--- src/rtl/stopwatch_timer_core.sv ---
// stopwatch_timer_core: BCD MM:SS stopwatch / countdown with expiry flag,
// configurable minute ceiling, toggle pause, per-field adjust and lap hold.
module stopwatch_timer_core #(
   parameter int unsigned MAX_MIN = 99
) (
   input  logic       clk,
   input  logic       reset,
   input  logic       tick_run,
   input  logic       tick_adj,
   input  logic       pause_btn,
   input  logic       lap_btn,
   input  logic [1:0] adjust,
   input  logic       select,
   input  logic       dir,
   output logic [3:0] min1,
   output logic [3:0] min0,
   output logic [3:0] sec1,
   output logic [3:0] sec0,
   output logic       paused,
   output logic       held,
   output logic       expired
);

   typedef enum logic [1:0] {
      PAUSED  = 2'd0,
      RUNNING = 2'd1,
      EXPIRED = 2'd2
   } state_t;

   localparam logic [3:0] MAX_M1 = 4'(MAX_MIN / 10);
   localparam logic [3:0] MAX_M0 = 4'(MAX_MIN % 10);
   localparam logic [7:0] MAX_MM = {MAX_M1, MAX_M0};

   state_t     state_q;
   logic [7:0] min_q, min_d;   // {tens, ones} BCD
   logic [7:0] sec_q, sec_d;
   logic [7:0] lap_min_q, lap_sec_q;
   logic       held_q, paused_q, expired_q;

   logic [7:0] min_inc, min_dec, sec_inc, sec_dec;
   logic       adj_apply, run_tick, at_low;

   assign adj_apply = tick_adj && (adjust != 2'b00);
   assign run_tick  = tick_run && (adjust == 2'b00) && (state_q == RUNNING);
   // Down-count reaching or already at 00:00 on this tick means expiry.
   assign at_low    = (min_q == 8'h00) && ((sec_q == 8'h00) || (sec_q == 8'h01));

   // Wrapping single-step neighbours of each field, no inter-field carry.
   always_comb begin
      if (min_q == MAX_MM)        min_inc = '0;
      else if (min_q[3:0] == 4'd9) min_inc = {min_q[7:4] + 4'd1, 4'd0};
      else                         min_inc = {min_q[7:4], min_q[3:0] + 4'd1};

      if (min_q == 8'h00)          min_dec = MAX_MM;
      else if (min_q[3:0] == 4'd0) min_dec = {min_q[7:4] - 4'd1, 4'd9};
      else                         min_dec = {min_q[7:4], min_q[3:0] - 4'd1};

      if (sec_q == 8'h59)          sec_inc = '0;
      else if (sec_q[3:0] == 4'd9) sec_inc = {sec_q[7:4] + 4'd1, 4'd0};
      else                         sec_inc = {sec_q[7:4], sec_q[3:0] + 4'd1};

      if (sec_q == 8'h00)          sec_dec = 8'h59;
      else if (sec_q[3:0] == 4'd0) sec_dec = {sec_q[7:4] - 4'd1, 4'd9};
      else                         sec_dec = {sec_q[7:4], sec_q[3:0] - 4'd1};
   end

   // Next count value: an applied adjust wins over a run tick.
   always_comb begin
      min_d = min_q;
      sec_d = sec_q;
      if (adj_apply) begin
         if (select) begin
            case (adjust)
               2'b01:   sec_d = sec_inc;
               2'b10:   sec_d = sec_dec;
               2'b11:   sec_d = '0;
               default: sec_d = sec_q;
            endcase
         end else begin
            case (adjust)
               2'b01:   min_d = min_inc;
               2'b10:   min_d = min_dec;
               2'b11:   min_d = '0;
               default: min_d = min_q;
            endcase
         end
      end else if (run_tick) begin
         if (!dir) begin
            if (sec_q == 8'h59) begin
               sec_d = '0;
               min_d = min_inc;
            end else begin
               sec_d = sec_inc;
            end
         end else if ((min_q != 8'h00) || (sec_q != 8'h00)) begin
            if (sec_q == 8'h00) begin
               sec_d = 8'h59;
               min_d = min_dec;
            end else begin
               sec_d = sec_dec;
            end
         end
      end
   end

   // State, count, lap and flag registers.
   always_ff @(posedge clk) begin
      if (reset) begin
         state_q   <= PAUSED;
         min_q     <= '0;
         sec_q     <= '0;
         lap_min_q <= '0;
         lap_sec_q <= '0;
         held_q    <= 1'b0;
         paused_q  <= 1'b1;
         expired_q <= 1'b0;
      end else begin
         min_q <= min_d;
         sec_q <= sec_d;

         if (lap_btn) begin
            if (!held_q) begin
               lap_min_q <= min_q;
               lap_sec_q <= sec_q;
               held_q    <= 1'b1;
            end else begin
               held_q    <= 1'b0;
            end
         end

         // pause_btn outranks an expiry on the same tick
         case (state_q)
            PAUSED: begin
               if (pause_btn) begin
                  state_q   <= RUNNING;
                  paused_q  <= 1'b0;
                  expired_q <= 1'b0;
               end
            end
            RUNNING: begin
               if (pause_btn) begin
                  state_q   <= PAUSED;
                  paused_q  <= 1'b1;
                  expired_q <= 1'b0;
               end else if (run_tick && dir && at_low) begin
                  state_q   <= EXPIRED;
                  paused_q  <= 1'b0;
                  expired_q <= 1'b1;
               end
            end
            EXPIRED: begin
               if (pause_btn || adj_apply) begin
                  state_q   <= PAUSED;
                  paused_q  <= 1'b1;
                  expired_q <= 1'b0;
               end
            end
            default: begin
               state_q   <= PAUSED;
               paused_q  <= 1'b1;
               expired_q <= 1'b0;
            end
         endcase
      end
   end

   assign min1    = held_q ? lap_min_q[7:4] : min_q[7:4];
   assign min0    = held_q ? lap_min_q[3:0] : min_q[3:0];
   assign sec1    = held_q ? lap_sec_q[7:4] : sec_q[7:4];
   assign sec0    = held_q ? lap_sec_q[3:0] : sec_q[3:0];
   assign held    = held_q;
   assign paused  = paused_q;
   assign expired = expired_q;

endmodule
--- config.mk ---
export PLATFORM = sky130hd
export DESIGN_NAME = stopwatch_timer_core
export DESIGN_NICKNAME = d
export VERILOG_FILES = /design/src/rtl/stopwatch_timer_core.sv
export SDC_FILE = /design/constraint.sdc
export NUM_CORES = 1
export LEC_CHECK = 0
export ABC_CLOCK_PERIOD_IN_PS = 5200
export BUFFER_PORTS_ARGS = -buffer_cell sky130_fd_sc_hd__buf_2
export CORE_ASPECT_RATIO = 0.75
export CORE_MARGIN = 1.5
export CORE_UTILIZATION = 45
export CTS_CLUSTER_SIZE = 28
export DETAILED_ROUTE_END_ITERATION = 7
export HOLD_SLACK_MARGIN = 0.15
export SETUP_SLACK_MARGIN = 0.2
export SYNTH_ARGS = -nofsm -noshare
export SYNTH_HDL_FRONTEND = slang
export SYNTH_SLANG_ARGS = --single-unit
export TNS_END_PERCENT = 10
--- constraint.sdc ---
create_clock -name clk -period 5.2 [get_ports clk]
set_clock_uncertainty 0.05 [all_clocks]
set_input_delay 0 -clock clk [delete_from_list [all_inputs] [get_ports clk]]
set_output_delay 0 -clock clk [all_outputs]
set_load 0.05 [all_outputs]
# Yosys cells after proc, flatten, opt, wreduce, memory -nomap -nowiden
# Index checks and enable logic that the tools add are counted.
# totals
elab_cells	102
in_bits	10
register_bits	37
output_inout_bits	19
# op_classes
add_sub_neg	8
reduce_logical	24
bitwise	1
n_mux	43
eq_ne	18
# ops
op	count
2-to-1 mux 8 bit	22
case mux 8 bit (3 select lines)	2
adder 4 x 1 -> 4 bit (second input constant)	4
zero test 8 bit	2
2-to-1 mux 4 bit	4
nonzero test 8 bit	2
subtractor 4 x 1 -> 4 bit (second input constant)	4
== test 4 bit (second input constant)	2
== test 8 x 1 -> 1 bit (second input constant)	1
== test 8 x 7 -> 1 bit (second input constant)	1
== test 8 bit (second input constant)	1
zero test 4 bit	2
2-to-1 mux 1 bit	8
2-to-1 mux 2 bit	4
!= test 2 bit (second input constant)	4
== test 2 bit (second input constant)	3
logical AND 1 bit	6
!= test 3 x 1 -> 1 bit (second input constant)	2
case mux 1 bit (3 select lines)	2
case mux 2 bit (3 select lines)	1
AND reduction 6 bit	1
== test 2 x 1 -> 1 bit (second input constant)	2
zero test 2 bit	2
!= test 4 x 1 -> 1 bit (second input constant)	1
8 further kinds	11

# Longest topological paths before layout
# logic_depth
word_depth	8
mapped_depth	8
ltp_nobuf	7

# Worst setup path before layout
# OpenSTA, ideal clock, no wires.
# synth_timing
path_kind	flip-flop to flip-flop
start	reg sec_q[0]
end	reg min_q[1]
t_required_ns	5.065
synth_period_minus_slack_ns	2.140
path_buffers	1
slack_ns	3.060
t_arrival_ns	2.005
stages_incl_launch_ff	9
setup_ns	0.085
path_cell_list	dfxtp_1 inv_1 ha_1 or3b_4 nor4_4 o22a_2 buf_6 or4_1 o31ai_2
# synth_between
elab_chain_cells	4
elab_cells_between_ends	8
cone_classes	eq/ne: 3; reduce/logical: 5
# synth_lines
element	line_no	rtl
start, declared	36	logic [7:0] sec_q, sec_d;
start signal, assigned	111	sec_q <= '0;
start signal, assigned	119	sec_q <= sec_d;
nonzero test 8 bit	95	end else if ((min_q != 8'h00) || (sec_q != 8'h00)) begin
logical OR 1 bit	95	
!= test 3 x 1 -> 1 bit (no source line)	--	
AND reduction 6 bit (no source line) (*)	--	
end signal, assigned	118	min_q <= min_d;
end, declared	35	logic [7:0] min_q, min_d;
# Every way passes the cells marked *; elsewhere a longest branch is shown, timed or not.
# A chain may end at the register's enable or synchronous reset.

# Final worst setup path
# layout_timing
start	reg min_q[0]
end	reg min_q[0]
# layout_between
elab_chain_cells	8
elab_cells_between_ends	22
cone_classes	add/sub: 2; eq/ne: 3; mux: 12; reduce/logical: 5
# layout_lines
element	line_no	rtl
subtractor 4 x 1 -> 4 bit / zero test 4 bit (equally long branches)	56, 55	
2-to-1 mux 8 bit	55	else if (min_q[3:0] == 4'd0) min_dec = {min_q[7:4] - 4'd1, 4'd9};
2-to-1 mux 8 bit	54	if (min_q == 8'h00) min_dec = MAX_MM;
2-to-1 mux 8 bit	96	if (sec_q == 8'h00) begin
2-to-1 mux 8 bit	95	
2-to-1 mux 8 bit	88	if (!dir) begin
2-to-1 mux 8 bit	87	end else if (run_tick) begin
2-to-1 mux 8 bit	71	if (adj_apply) begin
# Several ways; a longest one is shown, not always the timed one. The select of a mux whose other input is x is not followed.

==> impl_metrics.tcl <==
set metrics [dict create \
    status "completed" \
    drive_gt1_share_pct 16.6 \
    diodes 0 \
    cp-end-kind "flip-flop" \
    gr-total-overflow 0 \
    cp.arrival_ps 2540 \
    crit_family "simple AND/OR/NAND/NOR gates" \
    hold_class "in -> reg" \
    wl_per_cell_microns 15.2 \
    fp-row-count 23 \
    ir_worst_vdd_mv 0.134 \
    syn-cell-area_sq_um 2540 \
    dpl.hpwl_microns 4620 \
    fin_nets 379 \
    grt_busiest_layer "met1" \
    ant_nets 0 \
    syn_nets 363 \
    cap_viol_max_count 0 \
    max_slew_margin_pct 32.4 \
    synth.yosys.seq_area_share_pct 28.4 \
    setup_tns_ps 0 \
    reg2reg_from "min_q[0]$_SDFFE_PP0P_" \
    clock_sinks 36 \
    fp.dieH_microns 68.0 \
    rrSetupSlack_ps 2760 \
    cts_tree "yes" \
    grt_first_pass_wirelength_microns 10500 \
    die-area_sq_um 6100 \
    yosys.cell_types.count 59 \
    gp_congestion 0.813 \
    synthXorXnorAreaFrac_pct 0 \
    reg2regPathDepth 7 \
    met1_usage_pct 35.4 \
    critPathMaxStageDelay_ps 440 \
    synth_largest_area_cell "dfxtp_1" \
    avgSynthCellArea_sq_um 7.48 \
    io_pins 29 \
    start_util_pct 47.1 \
    yosysMostFrequentCell "nand2_1" \
    crit_path_start "min_q[0]$_SDFFE_PP0P_" \
    rsz0062_at_grt "false" \
    fin_crit_ps 2440 \
    drt_wl_total_microns 6530 \
    rr_endpoint "min_q[0]$_SDFFE_PP0P_" \
    grtUsageMet3_pct 5.19 \
    ys.flop_type "dfxtp_1" \
    synth_top_area_share_pct 28.4 \
    synthTopCellsByArea "dfxtp_1 (28%), nand2_1 (8.6%), a21oi_1 (7.3%)" \
    synth_mux_area_share_pct 2.22 \
    setup_violations 0 \
    cts_max_level 2 \
    pwr_density_cell_nw_per_um2 258 \
    synth_compound_area_share_pct 27.1 \
    critPathLaunchType "flip-flop" \
    synth_common_cells "nand2_1 (58), a21oi_1 (37), dfxtp_1 (36), o21ai_0 (29), nor2_1 (19)" \
    async_flop_share_pct 0 \
    finalCoreUtilization_pct 52.1 \
    crit_slowest_cell "or3b_4" \
    synthCells 339 \
    drt_iter0_drc 267 \
    tightest_slew_ps 1010 \
    synth_edf_count 0 \
    cp.depth 7 \
    synth_top_family_by_area "simple AND/OR/NAND/NOR gates" \
    vias 2456 \
    crit_chain "inv_1 -> ha_1 -> or3b_4 -> nor4_4 -> o22a_2 -> or2_1 -> o32ai_2" \
    required_ps 5300 \
    die_x_microns 89.7 \
    cts-root-buf "clkbuf_8" \
    viasPerCell 5.70 \
    critical_path_class "reg -> reg" \
    grt_max_degree 39 \
    synth_warnings 0 \
    numCtsBuffers 5 \
    dr.pass1.iters 4 \
    hold_violations 0 \
    io_buffers 28 \
    fin_crit_sh_pct 47.0 \
    syn2layout_area_growth_pct 10.5 \
    p_leak_nw 1.07 \
    synth-simple-area-share_pct 28.6 \
    drc 0 \
    grt_pass1_vias 2129 \
    critPathCapture "min_q[0]$_SDFFE_PP0P_" \
    critical_path.max_fanout 11 \
    ys_seq_elements 36 \
    maxSlewViolCount 0 \
    grt_antenna_before_repair 0 \
    hold_path_depth 5 \
    cp_num_buf_inv 1 \
    clk_pin_slew_ps 80 \
    fmax_mhz 409 \
    synth_adder_area_share_pct 6.91 \
    clockBufferDepth 2 \
    grt_usage_pct 22.6 \
    clock_latency_ps 290 \
    use_met2_pct 30.3 \
    core_area_sq_um 5380 \
]
==> power by group <==
group	total (mW)	switching, mW	internal (mW)	leakage (nW)
combinational	0.166	0.110	0.0561	0.729
clock	0.253	0.111	0.142	0.0541
sequential	0.303	0.0188	0.285	0.292
total	0.722	0.239	0.483	1.07
==> final cells by class <==
| type | count | area (sq um) |
|---|---|---|
| timing repair buffer | 31 | 168 |
| multi-input combinational | 264 | 1640 |
| fill | 527 | 2580 |
| clock inverter | 3 | 42.5 |
| sequential | 36 | 721 |
| inverter | 17 | 63.8 |
| clock buffer | 5 | 68.8 |
| tap | 75 | 93.8 |
==> per-stage QoR <==
stage	instances	hold slack [ps]	instance area, sq um	setup WS [ps]	power, mW
finish	431	175	2800	2760	0.722
global route	431	245	2800	2550	0.761
CTS	431	169	2800	2780	0.725
detailed placement	421	198	2670	2790	0.472
global placement	421	191	2670	2800	0.473
floorplan	339	29.3	2540	3060	0.434
==> state kept, by name, indices dropped and copies added (netlist names) <==
name       flops
paused         1
lap_min_q      8
held           1
state_q        2
min_q          8
lap_sec_q      8
sec_q          8
==> placed cells by master, fill, tap and decap left out, types with 2 or more instances in the layout <==
master / Yosys / final
a211oi_1: 4 / 4
a21o_1: 2 / 2
a21oi_1: 37 / 37
a311oi_1: 3 / 3
buf_2: 4 / 28
clkbuf_8: 0 / 5
dfxtp_1: 36 / 36
dlygate4sd3_1: 0 / 2
ha_1: 14 / 14
inv_1: 17 / 17
mux2_2: 5 / 5
nand2_1: 58 / 58
nand2b_1: 5 / 5
nand3_1: 10 / 10
nand3b_1: 4 / 4
nand4_1: 2 / 2
nor2_1: 19 / 19
nor2_2: 2 / 2
nor2b_1: 4 / 4
nor3_1: 10 / 10
nor3b_1: 4 / 4
nor4_1: 5 / 5
o21ai_0: 29 / 29
o21ai_1: 3 / 3
o21bai_1: 2 / 2
o311ai_1: 4 / 4
o31ai_1: 2 / 2
o31ai_2: 2 / 2
o32a_1: 2 / 2
o32ai_1: 3 / 3
or3_1: 2 / 2
or3b_4: 3 / 3
==> timing repair <==
item | 4_1_cts | 5_1_grt
hold buffers | 2 | 0
hold endpoints to repair | 4 | 0
buffers inserted | 0 | 0
resized for setup | 0 | 0
==> layer usage <==
| metal | routed length [microns] | vias to the layer above | part of all wire, % |
|---|---|---|---|
| met5 | 0 | - | 0 |
| met4 | 27 | 0 | 0.41 |
| met3 | 492 | 2 | 7.5 |
| met2 | 2550 | 83 | 39 |
| met1 | 3460 | 1129 | 53 |
| li1 | - | 1242 | - |
==> worst min path at each step <==
| stage | slack (ps) | to | startpoint |
|---|---|---|---|
| 2_1_floorplan | 30 | state_q[1]$_SDFFE_PP0P_ | pause_btn |
| 3_3_place_gp | 190 | state_q[1]$_SDFFE_PP0P_ | pause_btn |
| 3_5_place_dp | 200 | state_q[1]$_SDFFE_PP0P_ | pause_btn |
| 4_1_cts | 170 | state_q[1]$_SDFFE_PP0P_ | tick_run |
| 5_1_grt | 240 | sec_q[0]$_SDFFE_PP0P_ | adjust[0] |
| 6_report | 170 | state_q[1]$_SDFFE_PP0P_ | tick_run |
==> kinds of logic after synthesis <==
logic type               after synthesis
AO/OA/AOI/OAI                        106
adder cells (fa/ha/maj)               14
buffers and inverters                 39
flip-flops                            36
multiplexers                           5
AND/OR/NAND/NOR                      139
==> worst reg2reg max path: stages (launching register included) <==
cell	delay (ps)
dfxtp_1	380
inv_1	160
ha_1	250
or3b_4	440
nor4_4	310
o22a_2	320
or2_1	280
o32ai_2	110
Note: power is estimated with default switching activity, not from simulation.
